--- config.mk ---
export PLATFORM = sky130hd
export DESIGN_NAME = bht_write_arbiter
export DESIGN_NICKNAME = d
export VERILOG_FILES = /design/src/rtl/bht_write_arbiter.sv
export SDC_FILE = /design/constraint.sdc
export NUM_CORES = 1
export LEC_CHECK = 0
export BUFFER_PORTS_ARGS = -buffer_cell sky130_fd_sc_hd__buf_2
export CELL_PAD_IN_SITES_DETAIL_PLACEMENT = 0
export CELL_PAD_IN_SITES_GLOBAL_PLACEMENT = 1
export CORE_MARGIN = 4
export CORE_UTILIZATION = 35
export DETAILED_ROUTE_END_ITERATION = 10
export PLACE_DENSITY = 0.71
export RECOVER_POWER = 100
export SYNTH_ARGS = -nofsm -noshare
export SYNTH_HDL_FRONTEND = slang
export SYNTH_SLANG_ARGS = --single-unit
--- constraint.sdc ---
create_clock -name CLK -period 2.8 [get_ports CLK]
set_input_delay 0.14 -clock CLK [delete_from_list [all_inputs] [get_ports CLK]]
set_output_delay 0.14 -clock CLK [all_outputs]
set_load 0.05 [all_outputs]
--- src/rtl/bht_write_arbiter.sv ---
// Write-port arbiter for the 64-entry 4-way BHT: ID allocations win, EXE counter updates go direct or via a replay FIFO.
// Optional macro BHT_ARB_STATS_EN adds saturating collision/drop counters.
module bht_write_arbiter #(
  parameter int unsigned QDEPTH  = 4,
  parameter int unsigned IDX_W   = 6,
  parameter int unsigned TAG_W   = 6,
  parameter int unsigned ENTRY_W = 20
) (
  input  logic                        CLK,
  input  logic                        nrst,
  input  logic                        en,
  input  logic                        id_alloc_req,
  input  logic [IDX_W-1:0]            id_alloc_idx,
  input  logic [ENTRY_W-1:0]          id_alloc_data,
  input  logic                        exe_upd_req,
  input  logic [IDX_W-1:0]            exe_upd_idx,
  input  logic [TAG_W-1:0]            exe_upd_tag,
  input  logic                        exe_upd_taken,
  output logic [IDX_W-1:0]            bht_rd_idx,
  input  logic [ENTRY_W-1:0]          bht_rd_data,
  output logic                        bht_we,
  output logic [IDX_W-1:0]            bht_wr_idx,
  output logic [ENTRY_W-1:0]          bht_wr_data,
  output logic [$clog2(QDEPTH):0]     q_count,
  output logic                        q_full
`ifdef BHT_ARB_STATS_EN
  ,
  output logic [15:0]                 stat_collisions,
  output logic [15:0]                 stat_drops
`endif
);

  localparam int unsigned PW = $clog2(QDEPTH);
  localparam int unsigned CW = PW + 1;

  typedef struct packed {
    logic [IDX_W-1:0] idx;
    logic [TAG_W-1:0] tag;
    logic             taken;
  } upd_t;

  typedef enum logic [1:0] {OCC_EMPTY, OCC_PEND, OCC_FULL} occ_e;

  occ_e            occ_q, occ_d;
  logic [PW-1:0]   rd_ptr_q, rd_ptr_d;
  logic [PW-1:0]   wr_ptr_q, wr_ptr_d;
  logic [CW-1:0]   count_q, count_d;
  upd_t            fifo_q [QDEPTH];
  upd_t            fifo_d [QDEPTH];

  upd_t            head;
  upd_t            rmw;
  upd_t            push_word;
  logic            rmw_go;
  logic            push;
  logic            pop;
  logic            accept;
  logic            drop;
  logic            hit;
  logic [1:0]      ctr;

  always_comb begin
    bht_we      = 1'b0;
    bht_wr_idx  = id_alloc_idx;
    bht_wr_data = id_alloc_data;
    bht_rd_idx  = exe_upd_idx;
    push        = 1'b0;
    pop         = 1'b0;
    rmw_go      = 1'b0;
    head        = fifo_q[rd_ptr_q];
    push_word   = '{idx: exe_upd_idx, tag: exe_upd_tag, taken: exe_upd_taken};
    rmw         = push_word;
    hit         = 1'b0;
    ctr         = bht_rd_data[1:0];

    // Writes are gated by reset as well so a reset cycle never commits a half-drained update.
    if (en && nrst) begin
      if (id_alloc_req) begin
        bht_we = 1'b1;
        push   = exe_upd_req;
      end else if (occ_q != OCC_EMPTY) begin
        rmw        = head;
        bht_rd_idx = head.idx;
        rmw_go     = 1'b1;
        pop        = 1'b1;
        push       = exe_upd_req;
      end else if (exe_upd_req) begin
        rmw_go = 1'b1;
      end
    end

    if (rmw_go) begin
      hit        = bht_rd_data[ENTRY_W-1] && (bht_rd_data[ENTRY_W-2 -: TAG_W] == rmw.tag);
      bht_wr_idx = rmw.idx;
      if (hit && rmw.taken && (ctr != 2'b11)) begin
        bht_we      = 1'b1;
        bht_wr_data = {bht_rd_data[ENTRY_W-1:2], ctr + 2'd1};
      end else if (hit && !rmw.taken && (ctr != 2'b00)) begin
        bht_we      = 1'b1;
        bht_wr_data = {bht_rd_data[ENTRY_W-1:2], ctr - 2'd1};
      end
    end
  end

  always_comb begin
    accept   = push && ((occ_q != OCC_FULL) || pop);
    drop     = push && !accept;
    fifo_d   = fifo_q;
    rd_ptr_d = rd_ptr_q;
    wr_ptr_d = wr_ptr_q;
    count_d  = count_q;
    occ_d    = occ_q;

    if (accept) begin
      fifo_d[wr_ptr_q] = push_word;
      wr_ptr_d         = wr_ptr_q + PW'(1);
    end
    if (pop) begin
      rd_ptr_d = rd_ptr_q + PW'(1);
    end
    if (accept && !pop) begin
      count_d = count_q + CW'(1);
    end else if (pop && !accept) begin
      count_d = count_q - CW'(1);
    end

    case (occ_q)
      OCC_EMPTY: if (accept) occ_d = OCC_PEND;
      OCC_PEND: begin
        if (accept && !pop && (count_q == CW'(QDEPTH - 1))) begin
          occ_d = OCC_FULL;
        end else if (pop && !accept && (count_q == CW'(1))) begin
          occ_d = OCC_EMPTY;
        end
      end
      OCC_FULL:  if (pop && !accept) occ_d = OCC_PEND;
      default:   occ_d = OCC_EMPTY;
    endcase
  end

  always_ff @(posedge CLK) begin
    if (!nrst) begin
      occ_q    <= OCC_EMPTY;
      rd_ptr_q <= '0;
      wr_ptr_q <= '0;
      count_q  <= '0;
      for (int unsigned i = 0; i < QDEPTH; i++) begin
        fifo_q[i] <= '0;
      end
    end else begin
      occ_q    <= occ_d;
      rd_ptr_q <= rd_ptr_d;
      wr_ptr_q <= wr_ptr_d;
      count_q  <= count_d;
      fifo_q   <= fifo_d;
    end
  end

  assign q_count = count_q;
  assign q_full  = (occ_q == OCC_FULL);

`ifdef BHT_ARB_STATS_EN
  logic [15:0] stat_coll_q, stat_coll_d;
  logic [15:0] stat_drop_q, stat_drop_d;

  always_comb begin
    stat_coll_d = stat_coll_q;
    stat_drop_d = stat_drop_q;
    if (en && id_alloc_req && exe_upd_req && (stat_coll_q != '1)) begin
      stat_coll_d = stat_coll_q + 16'd1;
    end
    if (drop && (stat_drop_q != '1)) begin
      stat_drop_d = stat_drop_q + 16'd1;
    end
  end

  always_ff @(posedge CLK) begin
    if (!nrst) begin
      stat_coll_q <= '0;
      stat_drop_q <= '0;
    end else begin
      stat_coll_q <= stat_coll_d;
      stat_drop_q <= stat_drop_d;
    end
  end

  assign stat_collisions = stat_coll_q;
  assign stat_drops      = stat_drop_q;
`endif

endmodule

# [Word-level counts from Yosys, hierarchy flattened]
# Index checks and enable logic that the tools add are counted.
[word_totals] register_bits=61 in_bits=64 output_inout_bits=37 elab_cells=96
[op_classes] add_sub_neg=6 n_lt_le_gt_ge=3 eq_ne=10 n_mux=38 bitwise=2 reduce_logical=21
[op_table] cell="$mux 13" count=6
[op_table] cell="$mux 20" count=3
[op_table] cell="$bwmux 52" count=1
[op_table] cell="$bmux 13 s2" count=1
[op_table] cell="$demux 13 s2" count=1
[op_table] cell="$mux 6" count=4
[op_table] cell="$mux 1" count=15
[op_table] cell="$logic_and 1x1->1" count=12
[op_table] cell="$mux 2" count=4
[op_table] cell="$add 2x1->2 const B" count=3
[op_table] cell="$eq 6x6->1" count=1
[op_table] cell="$ge 3x3->1 const B" count=2
[op_table] cell="$mux 3" count=2
[op_table] cell="$ne 2x2->1 const B" count=3
[op_table] cell="$not 2->3" count=2
[op_table] cell="$pmux 2 s3" count=1
[op_table] cell="$reduce_bool 2->1" count=3
[op_table] cell="$add 3x1->3 const B" count=1
[op_table] cell="$eq 3x1->1 const B" count=1
[op_table] cell="$eq 3x2->1 const B" count=1
[op_table] cell="$logic_not 1->1" count=3
[op_table] cell="$lt 3x1->1 const B" count=1
[op_table] cell="$ne 3x3->1 const B" count=1
[op_table] cell="$reduce_and 3->1" count=1
[op_table] cell="7 further kinds" count=7

# [Longest topological paths before layout]
[depth] word_depth=14 depth_mapped=11 mapped_depth_nobuf=8

# [Worst setup path before layout]
# Ideal clock, no wire load.
[synth_timing] path_kind="flip-flop to output port" from="reg rd_ptr_q[0]" to="out bht_wr_data[1]" arrival_ns=3.028 t_required_ns=2.660 slack_ns=-0.368 path_stages_with_launch=8 n_path_buf=1 path_cell_list="dfxtp_1 -> buf_2 -> mux4_2 -> o311a_1 -> nor4_4 -> inv_1 -> a211o_1 -> a211oi_1"
[synth_via] elab_chain_cells=14 word_cells_on_any_way=17 cone_classes="eq/ne: 1; mux: 9; bitwise: 1; reduce/logical: 6"
[synth_lines] element="start, declared" line_no="45" rtl="logic [PW-1:0] rd_ptr_q, rd_ptr_d;"
[synth_lines] element="start signal, assigned" line_no="152" rtl="rd_ptr_q <= rd_ptr_d;"
[synth_lines] element="$not 2->3 (not written as such) (*)" line_no="70" rtl="head = fifo_q[rd_ptr_q];"
[synth_lines] element="$bmux 13 s2 (*)" line_no="70"
[synth_lines] element="$mux 13 (not written as such) (*) (2 in series)" line_no="70"
[synth_lines] element="$mux 13 (*)" line_no="81" rtl="end else if (occ_q != OCC_EMPTY) begin"
[synth_lines] element="$mux 13 (*)" line_no="78" rtl="if (id_alloc_req) begin"
[synth_lines] element="$mux 13 (*)" line_no="77" rtl="if (en && nrst) begin"
[synth_lines] element="$eq 6x6->1" line_no="93" rtl="hit = bht_rd_data[ENTRY_W-1] && (bht_rd_data[ENTRY_W-2 -: TAG_W] == rmw.tag);"
[synth_lines] element="$logic_and 1x1->1" line_no="93"
[synth_lines] element="$logic_and 1x1->1 (2 in series)" line_no="98" rtl="end else if (hit && !rmw.taken && (ctr != 2'b00)) begin"
[synth_lines] element="$mux 20" line_no="98"
[synth_lines] element="$mux 20 (*)" line_no="95" rtl="if (hit && rmw.taken && (ctr != 2'b11)) begin"
[synth_lines] element="$mux 20 (*)" line_no="92" rtl="if (rmw_go) begin"
[synth_lines] element="end, declared" line_no="23" rtl="output logic [ENTRY_W-1:0] bht_wr_data,"
# Every way passes the cells marked *; elsewhere a longest branch is shown, timed or not. The select of a mux whose other input is x is not followed.

# [Worst setup path after layout]
[layout_timing] from="reg rd_ptr_q[1]" to="out bht_wr_data[4]"
# Same word-level chain as after synthesis.

==> impl_summary.md <==
Status
The run finished, with violations left. The checks that failed: setup timing.

Synth
The share of synthesized cell area in full adder, half adder and majority cells is 0.0413. The number of instances in the synthesized netlist is 431. After synthesis, the share of cell area in mux cells is 0.138. Of the post-synthesis cell area, the dominant cell type holds 0.336. The synthesized net count is 507. The commonest register cell after synthesis is sky130_fd_sc_hd__dfxtp_1.

Averaged over all synthesized cells, the footprint is 8.43 µm². In this run, synthesis produced a sequential element count of 61. Of the total synthesized cell area, the portion taken by XOR and XNOR cells is 0.0434. sky130_fd_sc_hd__dfxtp_1 takes more of the synthesized area than any other cell. By area the synthesized netlist is led by sky130_fd_sc_hd__dfxtp_1 34%, sky130_fd_sc_hd__nand2_1 8.3%, sky130_fd_sc_hd__a21boi_0 7.9%. The count of warnings emitted by yosys is 0.

The area fraction in compound gates after synthesis is 0.155. For this run, asynchronously set or reset flops after synthesis account for 0. The share of synthesized cell area in and, or, nand and nor gates is 0.235. The combinational family with the most area after synthesis is simple AND/OR/NAND/NOR gates. The sequential-to-total area share from yosys stat is 0.336. Synthesis instantiated 47 different standard cells from the library. The synthesized netlist occupies a cell area of 0.00363 mm². Yosys mapped a number of flops with a built-in enable equal to 0.

Critical path
Traced cell by cell, the critical path runs through mux4_2 > xor2_1 > nor4_2 > o21ai_1 > a221oi_2 > buf_4 > buf_12 > mux2_1 > buf_6. In this run the worst path has a maximum fanout of 9. The worst flop-to-flop path endpoint is occ_q[0]$_SDFFE_PN0P_.

The category of the critical setup timing path is register to output pin. STA puts the critical path data required time at 2660 ps. The startpoint identified for the worst register-to-register timing path is occ_q[0]$_SDFFE_PN0P_. The worst setup path is captured at an output pin. The depth of the most critical reg-to-reg path is 8. The cell with the largest stage delay on the worst path is sky130_fd_sc_hd__mux4_2. STA puts the critical path data arrival time at 2960 ps. The register-to-register setup slack is 410 ps. The peak per-stage delay on the critical path is 510 ps. The kind of start point of the critical path is a register.

STA
Adding up every negative setup slack in the final design gives -5050 ps. Setup violations remaining at the end of the flow were counted as 21. The worst setup slack after layout is -297 ps. The upper clock frequency limit is 323 MHz.

The relative max-transition margin is 0.586. The count of final max-slew check failures is 0. The hold violation count in the final report came to 0.

Between clock sinks in the finished design, the worst skew comes to 7.74 ps. The period utilization is 1.11. The time the final worst path needs with I/O delays and setup is 3100 ps. For the pin with the worst max-slew slack, the measured transition is 619 ps. Setup repair after global routing could not meet its margin everywhere.

Job
The max capacitance violation total is 0.

Drt
In the routed design, unresolved DRC markers number 0. Across all layers, the routed design uses 3449 vias. The DRC violation total after the first TritonRoute iteration is 168. The number of nets with antenna violations after detailed routing is 0. The number of vias per cell after detailed routing is 5.09. The routed wire length is 10900 µm. The number of detailed-routing iterations run before antenna repair is 4.

The average wire length per cell after detail routing is 16.2 µm.

Clock tree
The buffer levels on the longest clock path is 2. The number of levels in the clock H-tree is 3. The hold buffer count at CTS is 0. After clock tree synthesis, the clock-pin slew on the worst setup and hold paths is 70 ps. CTS placed an instance of sky130_fd_sc_hd__clkbuf_8 at the clock tree root. The worst-skew pair later-pin latency is 340 ps.

The count of clock tree sinks is 61. The clock tree from TritonCTS is yes. The TritonCTS buffer count is 9.

Worst hold path
In this run the worst hold path is classified as input pin to register. For hold timing, the worst endpoint is fifo_q[25]$_SDFFE_PN0P_. Counting instances, the worst hold path has a depth of 3. The start point of the worst hold path is exe_upd_idx[5].

Placement
The total cell area at the placement stage is 0.00437 mm². The cell total after placement is 658. In this run the tool buffered the top-level ports with 100 buffer cells. The placed wire-length estimate is 7630 µm.

The weighted congestion reported at the end of routability-driven placement is 0.795.

GRT
The remaining global-route overflow is 0. The number of antenna violations at the first check in global routing was 0. The via count of the first global-routing pass was 3440. The first-pass GRT wire length is 17100 µm. The global-route usage over all layers is 0.183. Entering global routing, the biggest net connects 64 pins.

Final layout
Summing all non-filler instances in the final layout gives an area of 0.00479 mm². Of the cells placed in the final design, the portion with a size suffix greater than 1 is 0.307. The commonest non-fill, non-tap cell in the layout is sky130_fd_sc_hd__nand2_1. The top cell types in the final layout, fill and taps aside, are 80 x sky130_fd_sc_hd__nand2_1, 70 x sky130_fd_sc_hd__buf_2, 59 x sky130_fd_sc_hd__dfxtp_1. The antenna diode instance count is 0. The final net count is 615.

The utilization after layout is 0.481. The area growth from synthesis to layout is 31.8%. The number of standard cells in the final layout excluding fillers is 677.

Floorplan
The die extent in y is 110 µm. Row generation in the floorplan step produced 36 rows. The starting density of the core is 0.365. The core area is 0.00995 mm². The die covers 0.0121 mm². In this run the count of I/O pins placed on the die edge is 101. From left edge to right edge, the die measures 110 µm.

Power and ir drop
The power density over the cells is 429 mW/mm². The worst-case IR drop observed on VDD is 0.156 mV. The leakage power is 0.00188 µW. The design draws 2050 µW.
-- worst max path at each step --
stage,from,end,slack [ps],cells after the start
after CTS,rd_ptr_q[1]$_SDFFE_PN0P_,bht_wr_data[5],-290,9
after floorplan,rd_ptr_q[0]$_SDFFE_PN0P_,bht_wr_data[1],100,7
after detailed placement,rd_ptr_q[1]$_SDFFE_PN0P_,bht_wr_data[9],-120,9
after global routing,rd_ptr_q[1]$_SDFFE_PN0P_,bht_wr_data[4],-410,9
final,rd_ptr_q[1]$_SDFFE_PN0P_,bht_wr_data[4],-300,9
after global placement,rd_ptr_q[1]$_SDFFE_PN0P_,bht_wr_data[5],-70,9
-- cell families after synthesis --
logic type | after synthesis
AO/OA/AOI/OAI | 76
XOR/XNOR | 18
adder cells (fa/ha/maj) | 12
buffers and inverters | 45
flip-flops | 61
multiplexers | 34
AND/OR/NAND/NOR | 185
-- power by group --
| group | switching, µW | internal [µW] |
|---|---|---|
| combinational | 230 | 139 |
| clock | 343 | 461 |
| sequential | 6.90 | 875 |
| total | 579 | 1470 |
-- per-layer routing --
metal / wire, µm / vias up / global-route usage / share of wire
met4: 138 / 0 / 0.0606 / 0.013
li1: - / 1700 / - / -
met5: 0 / - / 0 / 0
met3: 710 / 13 / 0.0200 / 0.065
met1: 4730 / 1624 / 0.227 / 0.43
met2: 5360 / 112 / 0.328 / 0.49
-- Yosys cell counts (3+ instances only) --
cell / instances
sky130_fd_sc_hd__nand2_1: 80
sky130_fd_sc_hd__dfxtp_1: 61
sky130_fd_sc_hd__nand3_1: 52
sky130_fd_sc_hd__a21boi_0: 38
sky130_fd_sc_hd__nor2_1: 26
sky130_fd_sc_hd__clkbuf_1: 20
sky130_fd_sc_hd__mux2_1: 18
sky130_fd_sc_hd__a21boi_1: 16
sky130_fd_sc_hd__ha_1: 12
sky130_fd_sc_hd__inv_1: 12
sky130_fd_sc_hd__mux4_2: 11
sky130_fd_sc_hd__xor2_1: 11
sky130_fd_sc_hd__xnor2_1: 7
sky130_fd_sc_hd__and2_1: 6
sky130_fd_sc_hd__buf_1: 5
sky130_fd_sc_hd__mux2i_1: 5
sky130_fd_sc_hd__o21ai_0: 5
sky130_fd_sc_hd__nor2b_1: 4
sky130_fd_sc_hd__a21oi_1: 3
sky130_fd_sc_hd__buf_2: 3
sky130_fd_sc_hd__nor3_1: 3
-- final cells by class --
| class | instances | area [µm²] |
|---|---|---|
| tap | 133 | 166 |
| clock buffer | 13 | 159 |
| fill | 988 | 5170 |
| inverter | 14 | 52.6 |
| timing repair buffer | 128 | 871 |
| multi-input combinational | 325 | 2270 |
| clock inverter | 3 | 43.8 |
| sequential | 61 | 1230 |
-- state kept, by name, indices dropped and copies added (netlist names) --
signal and count:
wr_ptr_q 2, fifo_q 52, occ_q 2, q_count 3, rd_ptr_q 2
-- critical path, delay by kind of cell, from the launching register on --
kind | cells | cell delay [ps]
mux | 2 | 860
flops | 1 | 370
simple gates | 1 | 280
xor+xnor | 1 | 160
compound gates | 2 | 440
buf+inv | 3 | 500
-- repair_timing --
action,CTS,global route
setup buffers,3,0
pin swaps,3,0
hold endpoints to repair,0,0
resized for setup,53,10
endpoints found under the setup margin,21,21
gates cloned,0,1
-- metrics by stage --
| step | setup slack [ps] | hold slack, ps |
|---|---|---|
| 4_1_cts | -287 | 79.0 |
| 2_1_floorplan | 95.5 | 286 |
| 5_1_grt | -413 | 105 |
| 6_report | -297 | 99.2 |
| 3_5_place_dp | -116 | 443 |
| 3_3_place_gp | -65.8 | 439 |
(Power assumes the default switching activity.)
